--- config.mk ---
export PLATFORM = sky130hd
export DESIGN_NAME = vga_timing_gen
export DESIGN_NICKNAME = d
export VERILOG_FILES = /design/src/rtl/vga_pkg.sv /design/src/rtl/vga_pattern.sv /design/src/rtl/vga_timing_gen.sv
export SDC_FILE = /design/constraint.sdc
export NUM_CORES = 1
export LEC_CHECK = 0
export CORE_MARGIN = 1.5
export CORE_UTILIZATION = 50
export DETAILED_ROUTE_END_ITERATION = 7
export PLACE_DENSITY = 0.76
export SKIP_LAST_GASP = 1
export SYNTH_ARGS = -nofsm -noshare
export SYNTH_HDL_FRONTEND = slang
export SYNTH_SLANG_ARGS = --single-unit
--- constraint.sdc ---
create_clock -name clk -period 2 [get_ports clk]
set_input_delay 0.4 -clock clk [delete_from_list [all_inputs] [get_ports clk]]
set_output_delay 0.4 -clock clk [all_outputs]
set_load 0.03 [all_outputs]
--- src/rtl/vga_pkg.sv ---
// Shared VGA definitions: 640x480@60 reference timing and the test-pattern mode encodings.
package vga_pkg;

    localparam int VGA_H_ACTIVE = 640;
    localparam int VGA_H_FP     = 16;
    localparam int VGA_H_SYNC   = 96;
    localparam int VGA_H_BP     = 48;
    localparam int VGA_V_ACTIVE = 480;
    localparam int VGA_V_FP     = 10;
    localparam int VGA_V_SYNC   = 2;
    localparam int VGA_V_BP     = 33;

    localparam logic [1:0] MODE_GRID  = 2'd0;
    localparam logic [1:0] MODE_BARS  = 2'd1;
    localparam logic [1:0] MODE_CHECK = 2'd2;
    localparam logic [1:0] MODE_PASS  = 2'd3;

endpackage

--- src/rtl/vga_pattern.sv ---
// Test-pattern source (grid, colour bars, checker, passthrough) gated by data-enable.
// Only exists when VGA_TEST_PATTERN_EN is defined.
`ifdef VGA_TEST_PATTERN_EN
module vga_pattern
    import vga_pkg::*;
#(
    parameter int XW       = 10,
    parameter int YW       = 10,
    parameter int H_ACTIVE = 640,
    parameter int COLOR_W  = 1
) (
    input  logic                   clk,
    input  logic                   rst,
    input  logic                   tick,
    input  logic                   line_tick,
    input  logic                   frame_tick,
    input  logic [1:0]             mode,
    input  logic [XW-1:0]          x,
    input  logic [YW-1:0]          y,
    input  logic                   de,
    input  logic [3*COLOR_W-1:0]   rgb_in,
    output logic [COLOR_W-1:0]     r,
    output logic [COLOR_W-1:0]     g,
    output logic [COLOR_W-1:0]     b
);

    localparam int            RGB_W    = 3 * COLOR_W;
    localparam int            BAR_W    = H_ACTIVE / 8;
    localparam int            BW       = (BAR_W > 1) ? $clog2(BAR_W) : 1;
    localparam logic [BW-1:0] BPX_LAST = BW'(BAR_W - 1);
    localparam logic [XW-1:0] H_ACT_L  = XW'(H_ACTIVE);

    logic [1:0]       mode_q, mode_d;
    logic [2:0]       bar_q, bar_d;
    logic [BW-1:0]    bpx_q, bpx_d;
    logic [2:0]       code;
    logic [RGB_W-1:0] pat;
    logic             unused_y;

    assign unused_y = ^y;

    // Bar state tracks the pixel currently on x: the increment accounts for the pixel being left.
    always_comb begin
        mode_d = mode_q;
        bar_d  = bar_q;
        bpx_d  = bpx_q;
        if (frame_tick) begin
            mode_d = mode;
        end
        if (line_tick) begin
            bar_d = '0;
            bpx_d = '0;
        end else if (tick && (x < H_ACT_L)) begin
            if (bpx_q == BPX_LAST) begin
                bpx_d = '0;
                if (bar_q != 3'd7) begin
                    bar_d = bar_q + 3'd1;
                end
            end else begin
                bpx_d = bpx_q + 1'b1;
            end
        end
    end

    always_ff @(posedge clk) begin
        if (rst) begin
            mode_q <= MODE_PASS;
            bar_q  <= '0;
            bpx_q  <= '0;
        end else begin
            mode_q <= mode_d;
            bar_q  <= bar_d;
            bpx_q  <= bpx_d;
        end
    end

    always_comb begin
        code = 3'd7 - bar_q;
        pat  = rgb_in;
        case (mode_q)
            MODE_GRID:  pat = {RGB_W{(x[3:0] == 4'd0) || (y[3:0] == 4'd0)}};
            MODE_BARS:  pat = {{COLOR_W{code[1]}}, {COLOR_W{code[2]}}, {COLOR_W{code[0]}}};
            MODE_CHECK: pat = {RGB_W{x[5] ^ y[5]}};
            default:    pat = rgb_in;
        endcase
    end

    assign {r, g, b} = de ? pat : '0;

endmodule
`endif

--- src/rtl/vga_timing_gen.sv ---
// Parametrised VGA raster timing generator with DE, coordinates, line/frame strobes and gated RGB.
// Define VGA_TEST_PATTERN_EN to insert the vga_pattern source in front of the RGB gate.
module vga_timing_gen
    import vga_pkg::*;
#(
    parameter int   H_ACTIVE  = VGA_H_ACTIVE,
    parameter int   H_FP      = VGA_H_FP,
    parameter int   H_SYNC    = VGA_H_SYNC,
    parameter int   H_BP      = VGA_H_BP,
    parameter int   V_ACTIVE  = VGA_V_ACTIVE,
    parameter int   V_FP      = VGA_V_FP,
    parameter int   V_SYNC    = VGA_V_SYNC,
    parameter int   V_BP      = VGA_V_BP,
    parameter logic HSYNC_POL = 1'b0,
    parameter logic VSYNC_POL = 1'b0,
    parameter int   CLK_DIV   = 2,
    parameter int   COLOR_W   = 1,
    localparam int  H_TOTAL   = H_ACTIVE + H_FP + H_SYNC + H_BP,
    localparam int  V_TOTAL   = V_ACTIVE + V_FP + V_SYNC + V_BP,
    localparam int  XW        = $clog2(H_TOTAL),
    localparam int  YW        = $clog2(V_TOTAL)
) (
    input  logic                 clk,
    input  logic                 rst,
    input  logic [1:0]           mode,
    input  logic [3*COLOR_W-1:0] rgb_in,
    output logic                 pix_en,
    output logic                 hsync,
    output logic                 vsync,
    output logic                 de,
    output logic [XW-1:0]        x,
    output logic [YW-1:0]        y,
    output logic                 line_start,
    output logic                 frame_start,
    output logic [COLOR_W-1:0]   r,
    output logic [COLOR_W-1:0]   g,
    output logic [COLOR_W-1:0]   b
);

    localparam int            DW       = (CLK_DIV > 1) ? $clog2(CLK_DIV) : 1;
    localparam logic [DW-1:0] DIV_LAST = DW'(CLK_DIV - 1);
    localparam logic [XW-1:0] H_ACT_L  = XW'(H_ACTIVE);
    localparam logic [XW-1:0] HS_START = XW'(H_ACTIVE + H_FP);
    localparam logic [XW-1:0] HS_END   = XW'(H_ACTIVE + H_FP + H_SYNC);
    localparam logic [XW-1:0] H_LAST   = XW'(H_TOTAL - 1);
    localparam logic [YW-1:0] V_ACT_L  = YW'(V_ACTIVE);
    localparam logic [YW-1:0] VS_START = YW'(V_ACTIVE + V_FP);
    localparam logic [YW-1:0] VS_END   = YW'(V_ACTIVE + V_FP + V_SYNC);
    localparam logic [YW-1:0] V_LAST   = YW'(V_TOTAL - 1);

    logic [DW-1:0] div_q, div_d;
    logic [XW-1:0] hcnt_q, hcnt_d, x_q, x_d;
    logic [YW-1:0] vcnt_q, vcnt_d, y_q, y_d;
    logic          pix_en_q, pix_en_d, de_q, de_d;
    logic          hsync_q, hsync_d, vsync_q, vsync_d;
    logic          line_start_q, line_start_d, frame_start_q, frame_start_d;
    logic          tick;

    assign tick = (div_q == DIV_LAST);

    // Outputs register the counter value of the current tick, so pix_en marks the cycle they change.
    always_comb begin
        div_d         = div_q + 1'b1;
        hcnt_d        = hcnt_q;
        vcnt_d        = vcnt_q;
        pix_en_d      = tick;
        x_d           = x_q;
        y_d           = y_q;
        de_d          = de_q;
        hsync_d       = hsync_q;
        vsync_d       = vsync_q;
        line_start_d  = line_start_q;
        frame_start_d = frame_start_q;
        if (tick) begin
            div_d         = '0;
            x_d           = hcnt_q;
            y_d           = vcnt_q;
            de_d          = (hcnt_q < H_ACT_L) && (vcnt_q < V_ACT_L);
            hsync_d       = ((hcnt_q >= HS_START) && (hcnt_q < HS_END)) ? HSYNC_POL : ~HSYNC_POL;
            vsync_d       = ((vcnt_q >= VS_START) && (vcnt_q < VS_END)) ? VSYNC_POL : ~VSYNC_POL;
            line_start_d  = (hcnt_q == '0);
            frame_start_d = (hcnt_q == '0) && (vcnt_q == '0);
            if (hcnt_q == H_LAST) begin
                hcnt_d = '0;
                vcnt_d = (vcnt_q == V_LAST) ? '0 : vcnt_q + 1'b1;
            end else begin
                hcnt_d = hcnt_q + 1'b1;
            end
        end
    end

    always_ff @(posedge clk) begin
        if (rst) begin
            div_q         <= '0;
            hcnt_q        <= '0;
            vcnt_q        <= '0;
            pix_en_q      <= 1'b0;
            x_q           <= '0;
            y_q           <= '0;
            de_q          <= 1'b0;
            hsync_q       <= ~HSYNC_POL;
            vsync_q       <= ~VSYNC_POL;
            line_start_q  <= 1'b0;
            frame_start_q <= 1'b0;
        end else begin
            div_q         <= div_d;
            hcnt_q        <= hcnt_d;
            vcnt_q        <= vcnt_d;
            pix_en_q      <= pix_en_d;
            x_q           <= x_d;
            y_q           <= y_d;
            de_q          <= de_d;
            hsync_q       <= hsync_d;
            vsync_q       <= vsync_d;
            line_start_q  <= line_start_d;
            frame_start_q <= frame_start_d;
        end
    end

    assign pix_en      = pix_en_q;
    assign hsync       = hsync_q;
    assign vsync       = vsync_q;
    assign de          = de_q;
    assign x           = x_q;
    assign y           = y_q;
    assign line_start  = line_start_q;
    assign frame_start = frame_start_q;

`ifdef VGA_TEST_PATTERN_EN
    logic line_tick, frame_tick;

    assign line_tick  = tick && (hcnt_q == '0);
    assign frame_tick = line_tick && (vcnt_q == '0);

    vga_pattern #(
        .XW       (XW),
        .YW       (YW),
        .H_ACTIVE (H_ACTIVE),
        .COLOR_W  (COLOR_W)
    ) u_pattern (
        .clk        (clk),
        .rst        (rst),
        .tick       (tick),
        .line_tick  (line_tick),
        .frame_tick (frame_tick),
        .mode       (mode),
        .x          (x_q),
        .y          (y_q),
        .de         (de_q),
        .rgb_in     (rgb_in),
        .r          (r),
        .g          (g),
        .b          (b)
    );
`else
    logic unused_mode;

    assign unused_mode = ^mode;
    assign {r, g, b}   = de_q ? rgb_in : '0;
`endif

endmodule

# Word level (Yosys, flattened, before mapping)
# Index checks and enable logic that the tools add are counted.
[word_totals] ff_bits=47 wordCells=35
[op_classes] muxes=5 n_eq_ne=2 reduce_logical=8 n_addsub=3 magnitude_cmp=6
[op_table] operator="10-bit by 1-bit adder with 10-bit output, second input constant" n=2
[op_table] operator="10-bit == test, second input constant" n=2
[op_table] operator="10-bit zero test" n=2
[op_table] operator="10-bit less-than comparator, second input constant" n=2
[op_table] operator="10-bit by 9-bit less-than comparator with 1-bit output, second input constant" n=2
[op_table] operator="10-bit two-way mux" n=2
[op_table] operator="10-bit >= comparator, second input constant" n=1
[op_table] operator="10-bit by 9-bit >= comparator with 1-bit output, second input constant" n=1
[op_table] operator="1-bit logical AND" n=4
[op_table] operator="3-bit two-way mux" n=1
[op_table] operator="1-bit two-way mux" n=2
[op_table] operator="2-bit AND reduction" n=1
[op_table] operator="2-bit OR reduction" n=1
[op_table] operator="1-bit adder, second input constant" n=1

# Longest topological paths before layout
# Gate-level depths: netlist of the first run.
[depth] depth_word=3 mapped_depth=7 depth_no_buf=6

# Worst setup path after synthesis of the first run
# No wires, ideal clock.
[synth_timing] path_kind="reg-to-reg" start="reg vcnt_q[0]" end="reg vcnt_q[5]" setup_ns=0.091 t_arrival_ns=1.553 path_slack_ns=0.356 path_stages_with_launch=8 n_path_buf=1 cell_sequence="dfxtp_1 > inv_1 > ha_1 > nor4b_1 > nand4_1 > clkbuf_1 > o21ai_0 > a311oi_1"
[synth_between] elab_chain_len=2 elab_cells_between_ends=3 cone_classes="add/sub (1); eq/ne (1); mux (1)"
[synth_rtl] element="from (decl)" line="vga_timing_gen.sv:53" source="logic [YW-1:0] vcnt_q, vcnt_d, y_q, y_d;"
[synth_rtl] element="from (signal assigned)" line="vga_timing_gen.sv:108" source="vcnt_q <= vcnt_d;"
[synth_rtl] element="10-bit by 1-bit adder with 10-bit output / 10-bit == test (equally long branches)" line="vga_timing_gen.sv:85" source="vcnt_d = (vcnt_q == V_LAST) ? '0 : vcnt_q + 1'b1;"
[synth_rtl] element="10-bit two-way mux *" line="vga_timing_gen.sv:85"
# Every way passes the cells marked *; elsewhere a longest branch is shown, timed or not.
# A chain may end at the register's enable or synchronous reset.

# Worst setup path in the final report of the first run
[layout_timing] start="reg de_q, in the netlist de" end="out de"
[layout_rtl] element="from (decl)" line="vga_timing_gen.sv:54" source="logic pix_en_q, pix_en_d, de_q, de_d;"
[layout_rtl] element="from (signal assigned)" line="vga_timing_gen.sv:100" source="de_q <= 1'b0;"
[layout_rtl] element="from (signal assigned)" line="vga_timing_gen.sv:112" source="de_q <= de_d;"
[layout_rtl] element="to (decl)" line="vga_timing_gen.sv:30" source="output logic de,"
# No word-level cell between the ends.

==> results of run 1 <==
[path summary, 6_finish.rpt]
kind | endpoint
max reg2reg | vcnt_q[4]$_SDFFE_PP0P_
max | de
min | line_start$_SDFFE_PP0P_
min reg2reg | line_start$_SDFFE_PP0P_
[registers in the layout, indices dropped and copies added (netlist names)]
name	flops
hcnt_q	10
div_q	1
y	10
vsync	1
frame_start	1
x	10
hsync	1
pix_en	1
line_start	1
de	1
vcnt_q	10
[synthesized netlist by cell type, types with 5 or more instances]
| master | n |
|---|---|
| xor2_1 | 5 |
| a21oi_1 | 10 |
| nand2_1 | 16 |
| clkbuf_1 | 8 |
| nand4_1 | 9 |
| nor3_1 | 11 |
| nand3_1 | 8 |
| mux2i_1 | 20 |
| o21ai_0 | 7 |
| nand2b_1 | 5 |
| nor2_1 | 31 |
| dfxtp_1 | 47 |
[power by group]
group          leakage (nW)  internal (W)  total (W)  switching (W)
clock                0.0654      0.000499   0.000813       0.000313
sequential            0.380      0.000948   0.000959      0.0000111
combinational         0.517     0.0000573   0.000132      0.0000747
[placed cells by master (no fill, tap or decap), types with 4 or more instances in the layout]
cell type,count
dfxtp_1,47
nor2_1,31
clkdlybuf4s50_1,30
mux2i_1,20
nand2_1,16
nor3_1,11
a21oi_1,10
buf_4,10
nand4_1,9
nand3_1,8
o21ai_0,7
xor2_1,5
nand2b_1,5
clkbuf_8,5
inv_1,4
and2_1,4
and3_1,4
xnor2_1,4
ha_1,4
[cell type report]
cell class                      count  area share (%)
Timing Repair Buffer               41            15.2
Multi-Input combinational cell    165            40.5
Tap cell                           50            2.41
Clock inverter                      2            2.31
Clock buffer                        6            2.79
Inverter                            4           0.577
Sequential cell                    47            36.2
[cell families after synthesis]
family,synth area share [%]
simple gates,26.9
flops,44.7
compound gates,7.55
buf+inv,5.23
mux,9.51
xor+xnor,3.74
fa+ha+maj,2.38
[per-stage QoR]
step | power [W] | setup slack [ns]
final | 0.00190 | 0.240
after global routing | 0.00198 | 0.169
after CTS | 0.00192 | 0.220
after detailed placement | 0.00111 | 0.205
after global placement | 0.00111 | 0.250
after floorplan | 0.00107 | 0.356
[layer usage]
metal | global-route usage (%) | wire length (um)
met3 | 5.59 | 283
met2 | 32.0 | 1870
met4 | 7.00 | 68
met1 | 27.1 | 2060
met5 | 0 | 0
==> summary.txt, run 1 <==
Setup path
  – Reg2reg setup slack: roughly 0.29 ns
  – CP Max Fanout: 5
  – Critical Path RT: 1.60 ns
  – Crit path from: de$_SDFFE_PP0P_
  – WP buf/inv: 1
  – Cell count of the worst reg-to-reg path: 4
  – Slowest-stage cell, CP: clkdlybuf4s50_1
  – Slowest stage delay, CP: about 0.68 ns
  – CP Launch Type: register
  – CP Data Arrival Time: between 1 and 1.5 ns
  – CP Capture Type: output pin
  – Worst path cell trace: clkdlybuf4s50_1
  – Reg2reg start: hcnt_q[4]$_SDFFE_PP0P_
  – WS Path Type: register to output pin
  – Critical path depth: 1
  – Cell family with most CP delay: buffers and inverters

Clocking
  – CTS tree: yes
  – Number of setup buffers added after CTS: 0
  – Worst-path clk slew: around 0.080 ns
  – Root Buffer: clkbuf_8
  – Hold_buf cts: 0
  – TritonCTS Buffers: 5
  – CTS resizes: 0
  – Clock Latency Late Sink: 0.30 ns
  – Bufs on Longest Clock Path: 2
  – CTS sink cnt: between 40 and 50
  – H-Tree Depth: 2

Drt
  – Vias post-DR: 1,732
  – DRT Pass-1 Iters: 4
  – Initial DRC count: 81
  – Via/cell ratio: around 5.5
  – DRT Wirelength: 4280 um
  – DRC Markers: 0
  – Final ANT Viol Nets: 0
  – WL per Instance: 13.6 um

STA
  – Post-Route Setup TNS: 0 ns
  – Final hold violations: 0
  – Final Setup Violations: 0
  – Slew @ Worst Pin: 0.501 ns
  – Max Slew Vio Count: 0
  – Tcrit/Tclk final: 88.0%
  – Worst hold slack: 0.460 ns
  – Unrepaired setup endpoints after global routing: no
  – Worst clock skew: around 0.0041 ns
  – Fmax: 568 MHz
  – Fin crit period: 1.76 ns
  – Worst relative slew slack: between 60% and 70%

Power and ir drop
  – Static leakage: 0.962 nW
  – Pwr Density: 732 nW/um^2
  – Max VDD drop: 0.488 mV

Floorplan
  – Num rows: 23
  – Die Span X: between 60 and 70 um
  – Starting Density: 52.3%
  – Die area: 4610 um^2
  – Die height: roughly 68 um
  – Io pins: 36
  – Core ar.: 4030 um^2

Synthesis
  – Number of enable flip-flop cells after synthesis: 0
  – Synth warnings: 0
  – Top post-synthesis cells by area: dfxtp_1, mux2i_1, nor2_1
  – Synth unique cells: 38
  – Most used flip-flop cell after synthesis: dfxtp_1
  – Syn Inst Count: about 230
  – Synth top area share: approximately 45%
  – Seq cells post-synth: 47
  – Syn_nets: 243
  – Synth Cell Area: 2110 um^2
  – Mapped Avg Cell Area: about 9.1 um^2
  – Seq/Total Area, Yosys: 44.7%
  – Async set-reset flop share out of synthesis: 0%
  – Largest area contributor in the netlist: dfxtp_1

Cells and area
  – Multi-input logic area: 1050 um^2
  – Register area: 941 um^2
  – Fillers: 361
  – # nets final: 275
  – Final core area utilization: 64.6%
  – Synth-to-layout area growth: 23.5%
  – # diodes: 0
  – Post-route insts no fill: 315
  – Fin area: 2600 um^2
  – Share of cells above drive strength 1: 10.2%

GRT
  – Initial antenna violation count: 0
  – Global-route wire length before repair: approximately 7000 um
  – Gr ovfl total: 0
  – Largest net degree at the start of global routing: 48
  – GR Util All Layers: 20.4%
  – Vias in the first global route: 1,490

Placement
  – DP Cell Count: a little over 300
  – DP HPWL: 2770 um
  – Dpl cell area: about 2500 um^2
  – GPL Wtd Cong: 0.866
  – IO Port Bufs: 33

Flow run
  – Max cap viols: 0

Run status
  – Status: complete, no violations

Worst hold path
  – Worst hold path type: register to register
  – Hold Path Depth: 2
  – Hold Crit Start: line_start$_SDFFE_PP0P_
No activity file was read; power rests on OpenSTA's default activity.
==> inputs of run 2 (changes only) <==
- CTS_CLUSTER_DIAMETER: default -> 100
==> results of run 2 <==
No change in the layout: final DEF, timing and power equal those of run 1.
